**src/rtl/lut_builder.sv**
```systemverilog
// Runtime builder for control-bounded filter LUTs: loads SIZE complex coefficients, then
// writes every entry E[i] = sum_j (i[j] ? +c[j] : -c[j]) once, walking the table in Gray order.
module lut_builder #(
  parameter int SIZE = 4,
  parameter int DW   = 16,
  localparam int OW  = DW + $clog2(SIZE) + 1
) (
  input  logic                 clk,
  input  logic                 rstn,
  input  logic                 start,
  input  logic                 coef_valid,
  output logic                 coef_ready,
  input  logic signed [DW-1:0] coef_re,
  input  logic signed [DW-1:0] coef_im,
  output logic                 wr_en,
  output logic [SIZE-1:0]      wr_addr,
  output logic signed [OW-1:0] wr_re,
  output logic signed [OW-1:0] wr_im,
  output logic                 busy,
  output logic                 done,
  output logic [1:0]           dbg_state
);
  localparam int KW = (SIZE > 1) ? $clog2(SIZE) : 1;
  localparam int CN = 2 ** KW;
  localparam logic [SIZE-1:0] G_LAST = '1;

  typedef enum logic [1:0] {
    IDLE  = 2'd0,
    LOAD  = 2'd1,
    BUILD = 2'd2,
    DONE  = 2'd3
  } state_t;

  state_t state, state_next;

  logic [1:0]           rst_sync;
  logic                 rst_n_i;
  logic                 start_ok;
  logic                 coef_fire;
  logic [KW-1:0]        k;
  logic [SIZE-1:0]      g;
  logic [SIZE-1:0]      gray;
  logic [KW-1:0]        tz;
  logic signed [DW-1:0] c_re [CN];
  logic signed [DW-1:0] c_im [CN];
  logic signed [OW-1:0] acc_re, acc_im;
  logic signed [OW-1:0] acc_re_nxt, acc_im_nxt;
  logic signed [OW-1:0] dbl_re, dbl_im;

  // Reset asserts immediately and releases two clocks after rstn rises.
  always_ff @(posedge clk or negedge rstn) begin
    if (!rstn) rst_sync <= 2'b00;
    else       rst_sync <= {rst_sync[0], 1'b1};
  end
  assign rst_n_i = rst_sync[1];

  // Coefficient handshake: a coefficient transfers on a rising edge where coef_valid and
  // coef_ready are both high; coef_ready is high exactly while in LOAD and never waits on valid.
  assign coef_ready = (state == LOAD);
  assign coef_fire  = coef_valid && coef_ready;
  assign start_ok   = (state == IDLE) && start && !busy;
  assign dbg_state  = state;

  always_ff @(posedge clk or negedge rst_n_i) begin
    if (!rst_n_i) state <= IDLE;
    else          state <= state_next;
  end

  always_comb begin
    state_next = state;
    case (state)
      IDLE:    if (start_ok) state_next = LOAD;
      LOAD:    if (coef_fire && (k == KW'(SIZE - 1))) state_next = BUILD;
      BUILD:   if (g == G_LAST) state_next = DONE;
      DONE:    state_next = IDLE;
      default: state_next = IDLE;
    endcase
  end

  // Step g flips bit tz of the Gray address; moving that bit between -c and +c costs 2*c.
  always_comb begin
    gray = g ^ (g >> 1);
    tz   = '0;
    for (int i = SIZE - 1; i >= 0; i--) begin
      if (g[i]) tz = KW'(i);
    end
    dbl_re = OW'(c_re[tz]) <<< 1;
    dbl_im = OW'(c_im[tz]) <<< 1;
    if (g == '0) begin
      acc_re_nxt = acc_re;
      acc_im_nxt = acc_im;
    end else if (gray[tz]) begin
      acc_re_nxt = acc_re + dbl_re;
      acc_im_nxt = acc_im + dbl_im;
    end else begin
      acc_re_nxt = acc_re - dbl_re;
      acc_im_nxt = acc_im - dbl_im;
    end
  end

  always_ff @(posedge clk or negedge rst_n_i) begin
    if (!rst_n_i) begin
      k       <= '0;
      g       <= '0;
      acc_re  <= '0;
      acc_im  <= '0;
      wr_en   <= 1'b0;
      wr_addr <= '0;
      wr_re   <= '0;
      wr_im   <= '0;
      busy    <= 1'b0;
      done    <= 1'b0;
      for (int i = 0; i < CN; i++) begin
        c_re[i] <= '0;
        c_im[i] <= '0;
      end
    end else begin
      wr_en <= 1'b0;
      done  <= 1'b0;
      if (done) busy <= 1'b0;
      case (state)
        IDLE: begin
          if (start_ok) begin
            busy   <= 1'b1;
            k      <= '0;
            acc_re <= '0;
            acc_im <= '0;
          end
        end
        LOAD: begin
          // Accumulator ends LOAD holding entry 0, i.e. every coefficient negated.
          if (coef_fire) begin
            c_re[k] <= coef_re;
            c_im[k] <= coef_im;
            acc_re  <= acc_re - OW'(coef_re);
            acc_im  <= acc_im - OW'(coef_im);
            k       <= k + 1'b1;
            g       <= '0;
          end
        end
        BUILD: begin
          wr_en   <= 1'b1;
          wr_addr <= gray;
          wr_re   <= acc_re_nxt;
          wr_im   <= acc_im_nxt;
          acc_re  <= acc_re_nxt;
          acc_im  <= acc_im_nxt;
          g       <= g + 1'b1;
        end
        DONE:    done <= 1'b1;
        default: ;
      endcase
    end
  end
endmodule

```
**config.mk**
```make
export PLATFORM = sky130hd
export DESIGN_NAME = lut_builder
export DESIGN_NICKNAME = d
export VERILOG_FILES = /design/src/rtl/lut_builder.sv
export SDC_FILE = /design/constraint.sdc
export NUM_CORES = 1
export LEC_CHECK = 0
export CORE_ASPECT_RATIO = 2
export CORE_MARGIN = 5
export CORE_UTILIZATION = 45
export CTS_CLUSTER_DIAMETER = 80
export CTS_CLUSTER_SIZE = 28
export DETAILED_ROUTE_END_ITERATION = 6
export GPL_ROUTABILITY_DRIVEN = 0
export PLACE_DENSITY = 0.65
export SYNTH_ARGS = -nofsm -noshare
export SYNTH_HDL_FRONTEND = slang
export SYNTH_SLANG_ARGS = --single-unit
```
**constraint.sdc**
```tcl
create_clock -name clk -period 7.5 [get_ports clk]
set_clock_uncertainty 0.05 [all_clocks]
set_input_delay 1.5 -clock clk [delete_from_list [all_inputs] [get_ports clk]]
set_output_delay 1.5 -clock clk [all_outputs]
set_load 0.02 [all_outputs]
```
== Word level (Yosys, flattened, before mapping) ==
Cells that the tools add are included.

* Equal/unequal tests: 9
* Magnitude comparators: 4
* Reduce and logical (&&, ||, !) cells: 16
* Add/sub/neg operators: 8
* Multipliers: 0
* Divide/modulo/power cells: 0
* Mux-type cells: 39
* Shifts and indexed selects: 0
* Bitwise gates (word level): 3

{| class="wikitable"
|+ Operator list
! kind !! number
|-
| 2-to-1 mux 19 bit || 7
|-
| bitwise mux 64 bit || 2
|-
| one-hot mux 19 bit (3 select lines) || 2
|-
| 2-to-1 mux 16 bit || 5
|-
| binary-select mux 16 bit (select 2 bit) || 2
|-
| adder 19 x 17 -> 19 bit || 2
|-
| subtractor 19 x 16 -> 19 bit || 2
|-
| subtractor 19 x 17 -> 19 bit || 2
|-
| demux 16 bit (select 2 bit) || 1
|-
| 2-to-1 mux 2 bit || 9
|-
| AND reduction 3 bit || 3
|-
| one-hot mux 2 bit (4 select lines) || 1
|-
| one-hot mux 4 bit (2 select lines) || 1
|-
| equality test 2 bit (second input constant) || 3
|-
| >= comparator 3 bit (second input constant) || 2
|-
| 2-to-1 mux 1 bit || 6
|-
| NOT 2 -> 3 bit || 2
|-
| logical AND 1 bit || 5
|-
| adder 4 x 1 -> 4 bit (second input constant) || 1
|-
| equality test 4 bit (second input constant) || 1
|-
| logical NOT 4 bit || 1
|-
| 2-to-1 mux 4 bit || 1
|-
| inequality test 2 x 1 -> 1 bit (second input constant) || 2
|-
| inequality test 2 bit (second input constant) || 2
|-
| 12 further kinds || 14
|}

* Latch bits: 0
* ROM bits: 0
* RAM bits: 0
* Memories: 0
* Bits in registers: 221
* Input port bits: 36
* Logic and storage cells: 99

== Logic depth before layout (Yosys ltp) ==
Gate-level depths: netlist of the first run.

* Depth in word-level cells: 12
* Depth in mapped cells: 24

== Worst setup path before layout of the first run ==
OpenSTA, ideal clock, no wires.

* Path type: reg-to-reg
* Start: register g[2]
* End: register wr_im[18]
* Setup time: 82 ps
* Data required time: 7368 ps
* Path slack: 2396 ps
* Arrival: 4972 ps
* Cell stages (with the launch flop): 22
* Path buffers: 3
* Clock period less this slack: 5104 ps
* Cells stage by stage: dfrtp_1 -> inv_1 -> ha_1 -> buf_2 -> o21bai_1 -> buf_4 -> buf_6 -> mux4_2 -> nor4_2 -> nand2_1 -> o21ai_0 -> xnor2_1 -> ha_1 -> and3_1 -> and3_1 -> a211oi_1 -> o21ai_1 -> a31o_2 -> a31o_1 -> xor2_1 -> or3_1 -> a31oi_1

* Word-level cells in the longest chain between the ends: 10
* Elaborated cells between the ends (all ways): 15

{| class="wikitable"
|+ RTL lines
! element !! line !! text
|-
| from (decl) || 41 || <nowiki>logic [SIZE-1:0] g;</nowiki>
|-
| from (signal assigned) || 148 || <nowiki>g <= g + 1'b1;</nowiki>
|-
| 2-to-1 mux 2 bit (3 in series) || 85 || <nowiki>if (g[i]) tz = KW'(i);</nowiki>
|-
| NOT 2 -> 3 bit (implied by the code) || 88 || <nowiki>dbl_im = OW'(c_im[tz]) <<< 1;</nowiki>
|-
| binary-select mux 16 bit (select 2 bit) || 88 ||
|-
| 2-to-1 mux 16 bit (implied by the code) (2 in series) || 88 ||
|-
| subtractor 19 x 17 -> 19 bit / adder 19 x 17 -> 19 bit (equally long branches) || 97, 94 ||
|-
| 2-to-1 mux 19 bit || 92 || <nowiki>end else if (gray[tz]) begin</nowiki>
|-
| 2-to-1 mux 19 bit (*) || 89 || <nowiki>if (g == '0) begin</nowiki>
|-
| to (signal assigned) || 145 || <nowiki>wr_im <= acc_im_nxt;</nowiki>
|-
| to (decl) || 18 || <nowiki>output logic signed [OW-1:0] wr_im,</nowiki>
|}

Every way passes the cells marked *; elsewhere a longest branch is shown, timed or not. The select of a mux whose other input is x is not followed.
A chain may end at the register's enable or synchronous reset.

== Final worst setup path of the first run ==
* Start: register g[2]
* End: register wr_re[18]

* Word-level cells in the longest chain between the ends: 10
* Elaborated cells between the ends (all ways): 15

{| class="wikitable"
|+ RTL lines
! element !! line !! text
|-
| 2-to-1 mux 2 bit (3 in series) || 85 ||
|-
| NOT 2 -> 3 bit (implied by the code) || 87 || <nowiki>dbl_re = OW'(c_re[tz]) <<< 1;</nowiki>
|-
| binary-select mux 16 bit (select 2 bit) || 87 ||
|-
| 2-to-1 mux 16 bit (implied by the code) (2 in series) || 87 ||
|-
| subtractor 19 x 17 -> 19 bit / adder 19 x 17 -> 19 bit (equally long branches) || 96, 93 ||
|-
| 2-to-1 mux 19 bit || 92 ||
|-
| 2-to-1 mux 19 bit (*) || 89 ||
|-
| to (signal assigned) || 144 || <nowiki>wr_re <= acc_re_nxt;</nowiki>
|-
| to (decl) || 17 || <nowiki>output logic signed [OW-1:0] wr_re,</nowiki>
|}

Marked as above.

==> results of run 1 <==
-- sequential cells by signal (all words and copies together), names as in the netlist --
register,count
busy,1
dbg_state,2
wr_addr,4
wr_re,19
acc_re,19
acc_im,19
c_im,64
rst_sync,2
done,1
k,2
c_re,64
wr_im,19
g,4
wr_en,1
-- per-stage QoR --
step | setup WS, ns | util, %
finish | 1.50 | 50.1
global route | 0.981 | 50.1
floorplan | 0.835 | -
global placement | 1.70 | 48.9
detailed placement | 1.52 | 48.9
CTS | 1.50 | 50.1
-- layout make-up --
class / count / area share [%]
clock inverter: 4 / 0.269
sequential: 221 / 36.0
inverter: 78 / 1.91
clock buffer: 14 / 2.14
timing repair buffer: 97 / 6.18
tap: 372 / 3.03
multi-input combinational: 1147 / 50.4
-- placed cells by master (no fill, tap or decap), drive strengths merged, types with 25 or more instances in the layout --
master,n
a21o,33
nand2,226
a21oi,83
xnor2,50
o21ai,215
nor2,78
clkdlybuf4s50,83
mux2i,27
mux2,25
ha,88
xor2,30
nand3,28
inv,79
dfrtp,221
-- kinds of logic (layout without fill, tap and decap cells) --
family	after synthesis	in the layout	synth area share (%)
other	1	1	0.0271
multiplexers	72	72	7.24
AND/OR/NAND/NOR	425	425	13.6
flip-flops	221	221	40.0
AO/OA/AOI/OAI	477	477	21.1
XOR/XNOR	80	80	5.06
buffers and inverters	152	193	4.45
adder cells (fa/ha/maj)	92	92	8.54
-- final timing paths --
kind	startpoint	endpoint	slack, ns	cells after the start
max in group asynchronous	rst_sync[1]	acc_im[5]	5.56	1
min	rst_sync[0]	rst_sync[1]	0.31	0
min in group asynchronous	rst_sync[1]	wr_en	0.44	0
max	g[2]	wr_re[18]	1.50	20
min reg2reg	rst_sync[0]	rst_sync[1]	0.31	0
max reg2reg	g[2]	wr_re[18]	1.50	20
-- per-layer routing --
| layer | GRT usage (%) | vias up |
|---|---|---|
| met4 | 8.07 | 0 |
| met2 | 37.2 | 374 |
| met3 | 2.34 | 79 |
| met1 | 29.1 | 5588 |
| met5 | 0 | - |
| li1 | - | 5450 |
==> flow_metrics.tcl, run 1 <==
set metrics [dict create \
    status "complete, no violations" \
    cts_setup_buffers 0 \
    grt_pass1_wl_mm 61.3 \
    path_clk_slew_ns 0.11 \
    die_w_um 134 \
    area_growth_pct 11.0 \
    vias 11500 \
    gr-usage-all-layers_pct 22.0 \
    slowest_stage "o21bai_4" \
    synth_edf_count 0 \
    die_h_um 258 \
    ys.flop_type "dfrtp_1" \
    wl_met1_mm 16.2 \
    routedWlPerCell_um 19.8 \
    ys_async_sr_fraction_pct 100 \
    cts_root_buffer "clkbuf_16" \
    synthesis.area_sq_um 13800 \
    fp-row-count 91 \
    drt_first_pass_iters 5 \
    whs_ns 0.315 \
    synth_top_cell_area_share_pct 40.0 \
    top_layer "met4" \
    crit_path_start_kind "flop" \
    grt_max_degree 148 \
    final-max-slew-violation-count 0 \
    totalWireLength_mm 38.4 \
    cpPeakStageDelay_ns 0.73 \
    critical-path-top-delay-family "compound AO/OA/AOI/OAI gates" \
    viasPerCell 5.94 \
    synth_largest_area_cell "dfrtp_1" \
    syn_inst 1520 \
    syn_nets 1648 \
    portBuffers 83 \
    rsz0062_at_grt "no" \
    nFillCells 2850 \
    post-route-period-util_pct 79.9 \
    cts_max_path_buffers 3 \
    fin_area_sq_um 15400 \
    worstPathCellList "inv_1 > ha_1 > o21bai_4 > buf_4 > mux4_2 > inv_1 > ha_1 > nand4b_1 > o31ai_1 > xnor2_1 > ha_1 > a21o_1 > a21oi_1 > nor3b_1 > a221o_1 > o21ai_0 > o31a_1 > xor2_1 > or3_1 > a31oi_1" \
    crit_buf_inv 3 \
    cts_resized 0 \
    seq_area_sq_um 5530 \
    synth-seq-cells 221 \
    drive_above_1_share_pct 6.47 \
    fin_nets 1685 \
    crit_top_cell "ha_1" \
    routed-wl-met2_mm 18.8 \
    cp.arrival_ns 6.38 \
    worstPathMaxFanout 19 \
    dp_hpwl_mm 28.0 \
    coreArea_sq_um 30600 \
    drc 0 \
    insertedDiodeCount 0 \
    htree_levels 1 \
    relSlewSlack_pct 33.9 \
    setup_violations 0 \
    multi_input_area_sq_um 7740 \
    ctsHoldBuffers 0 \
    numCtsBuffers 12 \
    cp-end-kind "flop" \
    dp_cells 1915 \
    max-cap-violations 0 \
    min_path_type "flop to flop" \
    yosys_warnings 0 \
    antenna_found_initial 0 \
    instances_no_fill 1933 \
    crit_required_ns 7.88 \
    crit_type "flop to flop" \
    cts_tree "built" \
    initial_core_util_pct 45.2 \
    synthTopCellsByArea "dfrtp_1 40%, ha_1 8.0%, o21ai_0 7.7%, nand2_1 6.1%, mux4_2 3.3%" \
    seq_area_frac_synth_pct 40.0 \
    ant_nets 0 \
    clkLatencyLatePin_ns 0.50 \
    clock.fmax_mhz 167 \
    drt_iter0_markers 752 \
    period_minus_slack_ns 6.00 \
    grt_overflow 0 \
    io_pins 84 \
    syn_area_per_cell_sq_um 9.10 \
    tightest_slew_ns 0.992 \
    grt_pass1_vias 11500 \
    clock-sinks 221 \
    tns_ns 0 \
    synthMostInstantiatedCell "nand2_1" \
    dr_wl_met3_mm 1.95 \
    hold_viol_final 0 \
    die_area_sq_um 34600 \
    postPlaceCellArea_sq_um 15000 \
    synth.distinct_cells 73 \
    netlist_top_cells_count "226 x nand2_1, 221 x dfrtp_1, 213 x o21ai_0, 88 x ha_1, 82 x a21oi_1" \
]
Power of run 1 is not shown: default switching activity piles up to over one toggle a cycle in this logic, so the estimate is an artifact.
==> inputs of run 2 (changes only) <==
clock period = 6.28 ns   (was 7.5 ns; I/O delays follow)
==> run 2 against run 1 <==
Against the previous run: wire length decreased by 0.80%; count of clock-buffer cells in the layout down 1; global-route usage barely moved; core utilization up 0.10 points; highest routed layer unchanged.
==> flow_metrics.tcl, run 2 (synthesis results as in run 1) <==
set metrics [dict create \
    fp-row-count 91 \
    die_h_um 258 \
    portBuffers 83 \
    instances_no_fill 1934 \
    dp_cells 1917 \
    postPlaceCellArea_sq_um 15000 \
    grt_overflow 0 \
    io_pins 84 \
    coreArea_sq_um 30600 \
    status "complete, no violations" \
    final-max-slew-violation-count 0 \
    p_leak_nw 7.05 \
    worstPathMaxFanout 11 \
    reg2reg_slack_ns 0.59 \
    ir_drop_mv 0.317 \
    insertedDiodeCount 0 \
    mostFrequentLayoutCells "225 x nand2_1, 220 x dfrtp_1, 213 x o21ai_0" \
    cts_tree "built" \
    crit_type "flop to flop" \
    ant_nets 0 \
    setup_violations 0 \
    antenna_found_initial 0 \
    cts_max_path_buffers 3 \
    htree_levels 1 \
    clock-sinks 221 \
    area_growth_pct 11.2 \
    totalWireLength_mm 38.0 \
    clkLatencyLatePin_ns 0.51 \
    routedWlPerCell_um 19.7 \
    cts_resized 0 \
    relSlewSlack_pct 30.2 \
    initial_core_util_pct 45.2 \
    crit_required_ns 6.67 \
    whs_ns 0.310 \
    cp.arrival_ns 6.07 \
    grt_pass1_wl_mm 61.6 \
    post-route-period-util_pct 90.5 \
    cts_setup_buffers 0 \
    clock.fmax_mhz 176 \
    fin_area_sq_um 15400 \
    dp_hpwl_mm 28.3 \
    min_path_type "flop to flop" \
    cts_root_buffer "clkbuf_16" \
    p_per_area_nw_per_um2 646 \
    tns_ns 0 \
    fin_nets 1687 \
    drt_iter0_markers 808 \
    hold_viol_final 0 \
    max-cap-violations 0 \
    die_area_sq_um 34600 \
    rsz0062_at_grt "no" \
    numCtsBuffers 12 \
    gr-usage-all-layers_pct 21.9 \
    cp-end-kind "flop" \
    grt_max_degree 161 \
    viasPerCell 5.99 \
    die_w_um 134 \
    drc 0 \
    tightest_slew_ns 1.04 \
    path_clk_slew_ns 0.12 \
    ctsHoldBuffers 0 \
    crit_path_start_kind "flop" \
    drt_first_pass_iters 5 \
    drive_above_1_share_pct 6.59 \
    grt_pass1_vias 11400 \
    vias 11600 \
    period_minus_slack_ns 5.69 \
    top_regs "c_im x64, c_re x64" \
    final_common_cell "nand2_1" \
]
-- run 2: critical path, stage by stage (launching register included) --
cell	delay [ns]
dfrtp_1	0.42
inv_1	0.12
ha_1	0.40
o21bai_4	0.37
buf_4	0.31
mux4_2	0.58
nor4_2	0.25
nand2_1	0.20
o21ai_0	0.24
xnor2_1	0.19
ha_1	0.35
and3_1	0.21
and3_1	0.17
a211oi_1	0.39
o21ai_1	0.19
a31o_2	0.29
a31o_1	0.22
xor2_1	0.18
or3_1	0.32
a31oi_1	0.17
-- run 2: per-stage QoR --
| step | util [%] | setup slack [ns] | total power [mW] |
|---|---|---|---|
| 2_1_floorplan | - | 1.18 | 7.17 |
| 3_3_place_gp | 49.0 | 0.729 | 8.75 |
| 3_5_place_dp | 49.0 | 0.592 | 8.97 |
| 4_1_cts | 50.2 | 0.566 | 9.92 |
| 5_1_grt | 50.2 | 0.0926 | 10.8 |
| 6_report | 50.2 | 0.594 | 9.94 |
-- run 2: metal layers --
layer  wire length (um)  track usage (%)  share of wire, %  vias to the layer above
met5                  0                0                 0                        -
met4               1340             7.75               3.5                        0
met3               1760             1.66               4.6                       84
met2              18400             37.2                48                      369
met1              16500             29.6                43                     5653
li1                   -                -                 -                     5472
-- run 2: final timing paths --
kind                             start           to  cells after the start
max reg2reg                       g[2]    wr_im[18]                     19
min in group asynchronous  rst_sync[1]   acc_re[13]                      0
max in group asynchronous  rst_sync[1]    acc_im[5]                      1
min                        rst_sync[0]  rst_sync[1]                      0
max                               g[2]    wr_im[18]                     19
min reg2reg                rst_sync[0]  rst_sync[1]                      0
-- run 2: final cells by class --
class	instances	area [sq um]
fillers	2804	15200
repair buffers	99	963
clock buffers	13	325
flip-flops and latches	221	5530
clock inverters	4	61.3
multi-input cells	1147	7740
inverters	78	293
well taps	372	465
-- run 2: report_power, final --
| group | switching [mW] | internal (mW) |
|---|---|---|
| Sequential | 0.401 | 2.01 |
| Combinational | 3.92 | 2.68 |
| Clock | 0.499 | 0.429 |
| Total | 4.82 | 5.12 |
Power figures use the tool's default switching activity.
==> inputs of run 3 (changes only) <==
ABC_AREA = 1   (was unset)
clock period = 5.3 ns   (was 6.28 ns; I/O delays follow)
==> run 3 against run 2 <==
Against the previous run: via count rose by 13%; cell count is 25% higher; non-clock buffer count rose by 5; maximum frequency grew 17%; critical path depth rose by 6.
==> flow_metrics.tcl, run 3 <==
set metrics [dict create \
    setup_violations 0 \
    coreArea_sq_um 31500 \
    die_area_sq_um 35800 \
    min_path_type "flop to asynchronous set/reset pin" \
    netlist_top_cells_count "563 x nand2_1, 237 x o21ai_0, 221 x dfrtp_1, 213 x inv_1, 138 x nand3_1" \
    final_common_cell "nand2_1" \
    drive_above_1_share_pct 3.31 \
    path_clk_slew_ns 0.11 \
    portBuffers 83 \
    synth_top_cell_area_share_pct 38.5 \
    final-max-slew-violation-count 0 \
    tns_ns 0 \
    drt_iter0_markers 926 \
    drc 0 \
    io_pins 84 \
    nFillCells 3173 \
    clock.fmax_mhz 206 \
    insertedDiodeCount 0 \
    syn_nets 2078 \
    period_minus_slack_ns 4.86 \
    top_regs "c_im x64, c_re x64" \
    max-cap-violations 0 \
    ys.flop_type "dfrtp_1" \
    relSlewSlack_pct 27.0 \
    drt_first_pass_iters 6 \
    gr-usage-all-layers_pct 23.8 \
    crit_type "flop to flop" \
    viasPerCell 5.43 \
    rsz0062_at_grt "no" \
    area_growth_pct 10.9 \
    yosys_warnings 0 \
    postPlaceCellArea_sq_um 15600 \
    die_h_um 263 \
    crit_path_start_kind "flop" \
    mostFrequentLayoutCells "558 x nand2_1, 237 x o21ai_0, 220 x dfrtp_1" \
    die_w_um 136 \
    vias 13100 \
    fp-row-count 92 \
    cts_tree "built" \
    ctsHoldBuffers 0 \
    routedWlPerCell_um 17.6 \
    cp-end-kind "flop" \
    status "complete, no violations" \
    worstPathMaxFanout 46 \
    post-route-period-util_pct 91.6 \
    synth_largest_area_cell "dfrtp_1" \
    numCtsBuffers 12 \
    cts_max_path_buffers 3 \
    cts_root_buffer "clkbuf_16" \
    synthMostInstantiatedCell "nand2_1" \
    synth.distinct_cells 45 \
    initial_core_util_pct 45.5 \
    totalWireLength_mm 42.6 \
    cts_setup_buffers 0 \
    syn_area_per_cell_sq_um 7.36 \
    grt_max_degree 143 \
    antenna_found_initial 0 \
    tightest_slew_ns 1.09 \
    synthTopCellsByArea "dfrtp_1 39%, nand2_1 15%, o21ai_0 8.3%, ha_1 7.7%, inv_1 5.6%" \
    ant_nets 0 \
    synth-seq-cells 221 \
    crit_required_ns 5.65 \
    grt_pass1_vias 13100 \
    dp_hpwl_mm 31.3 \
    synthesis.area_sq_um 14400 \
    clock-sinks 221 \
    cp.arrival_ns 5.20 \
    hold_viol_final 0 \
    grt_pass1_wl_mm 68.5 \
    utilization_pct 50.5 \
    fin_area_sq_um 15900 \
    seq_area_frac_synth_pct 38.5 \
    fin_nets 2117 \
    ys_async_sr_fraction_pct 100 \
    htree_levels 1 \
    synth_edf_count 0 \
    grt_overflow 0 \
    clkLatencyLatePin_ns 0.50 \
    syn_inst 1950 \
]
==> run 3: cell types whose count changed after synthesis, moves of 20 or more <==
cell      change
nand3_1     +110
inv_1       +135
a21o_1       -29
a21oi_1      +25
xnor2_1      -29
nand3b_1     +25
mux2i_1      -27
nand2_1     +337
mux4_2       -20
o21ai_0      +24
mux2_2       -25
==> run 3: kinds of logic after synthesis <==
family,count (synthesis),synth area share [%]
xor+xnor,54,3.29
fa+ha+maj,92,8.22
flops,221,38.5
simple gates,856,25.2
other cells,1,0.0261
buf+inv,299,8.32
compound gates,427,16.4
==> run 3: worst max-delay path: stages, from the launching register on <==
cell and delay, ns:
dfrtp_1 0.41, inv_1 0.15, ha_1 0.25, inv_1 0.13, nand2_8 0.26, nand3b_1 0.12
nand3_1 0.10, nand2_1 0.12, nor2_1 0.25, inv_1 0.07, nor3_1 0.33, nand3_1 0.18
o41ai_1 0.27, a21boi_0 0.16, ha_1 0.31, inv_1 0.07, nor3_1 0.28, nand2_1 0.08
o311ai_0 0.54, nand3_1 0.19, nand3_1 0.12, nand2_1 0.06, nand3_1 0.09, nand2_1 0.06
nand2_1 0.06, nand2_1 0.05
==> run 3: cell type report <==
cell class	instances	area [sq um]	share of cell area, %
clock buffers	13	325	2.04
clock inverters	3	43.8	0.275
inverters	220	826	5.18
multi-input cells	1430	7670	48.2
flip-flops and latches	221	5530	34.7
well taps	423	529	3.32
repair buffers	104	1000	6.28
==> run 3: worst paths after layout <==
check,cells past startpoint,startpoint,slack [ns],end
max,25,g[2],0.44,acc_im[18]
min,0,rst_sync[1],0.17,wr_im[7]
max reg2reg,25,g[2],0.44,acc_im[18]
min reg2reg,0,rst_sync[1],0.17,wr_im[7]
max in group asynchronous,1,rst_sync[1],3.88,acc_im[1]
min in group clk,0,rst_sync[0],0.33,rst_sync[1]
==> run 3: layer usage <==
metal  track usage (%)  vias up  part of all wire [%]
met3              1.59       98                   2.8
met1              28.8     6256                    40
met2              43.0      292                    52
li1                  -     6470                     -
met4              10.0        0                   4.5
met5                 0        -                     0
==> run 3: timing repair <==
item | 4_1_cts | 5_1_grt
endpoints found under the hold margin | 0 | 0
endpoints found under the setup margin | 0 | 1
resized for setup | 0 | 1
==> run 3: metrics by stage <==
| stage | cells | setup slack [ns] | hold slack (ns) |
|---|---|---|---|
| 5_1_grt | 2414 | 0.0786 | 0.203 |
| 2_1_floorplan | 1950 | 1.30 | 0.281 |
| 3_3_place_gp | 2398 | 0.521 | 0.172 |
| 6_report | 2414 | 0.443 | 0.165 |
| 4_1_cts | 2414 | 0.411 | 0.177 |
| 3_5_place_dp | 2398 | 0.410 | 0.177 |
Power of run 3 is left out for the same reason.
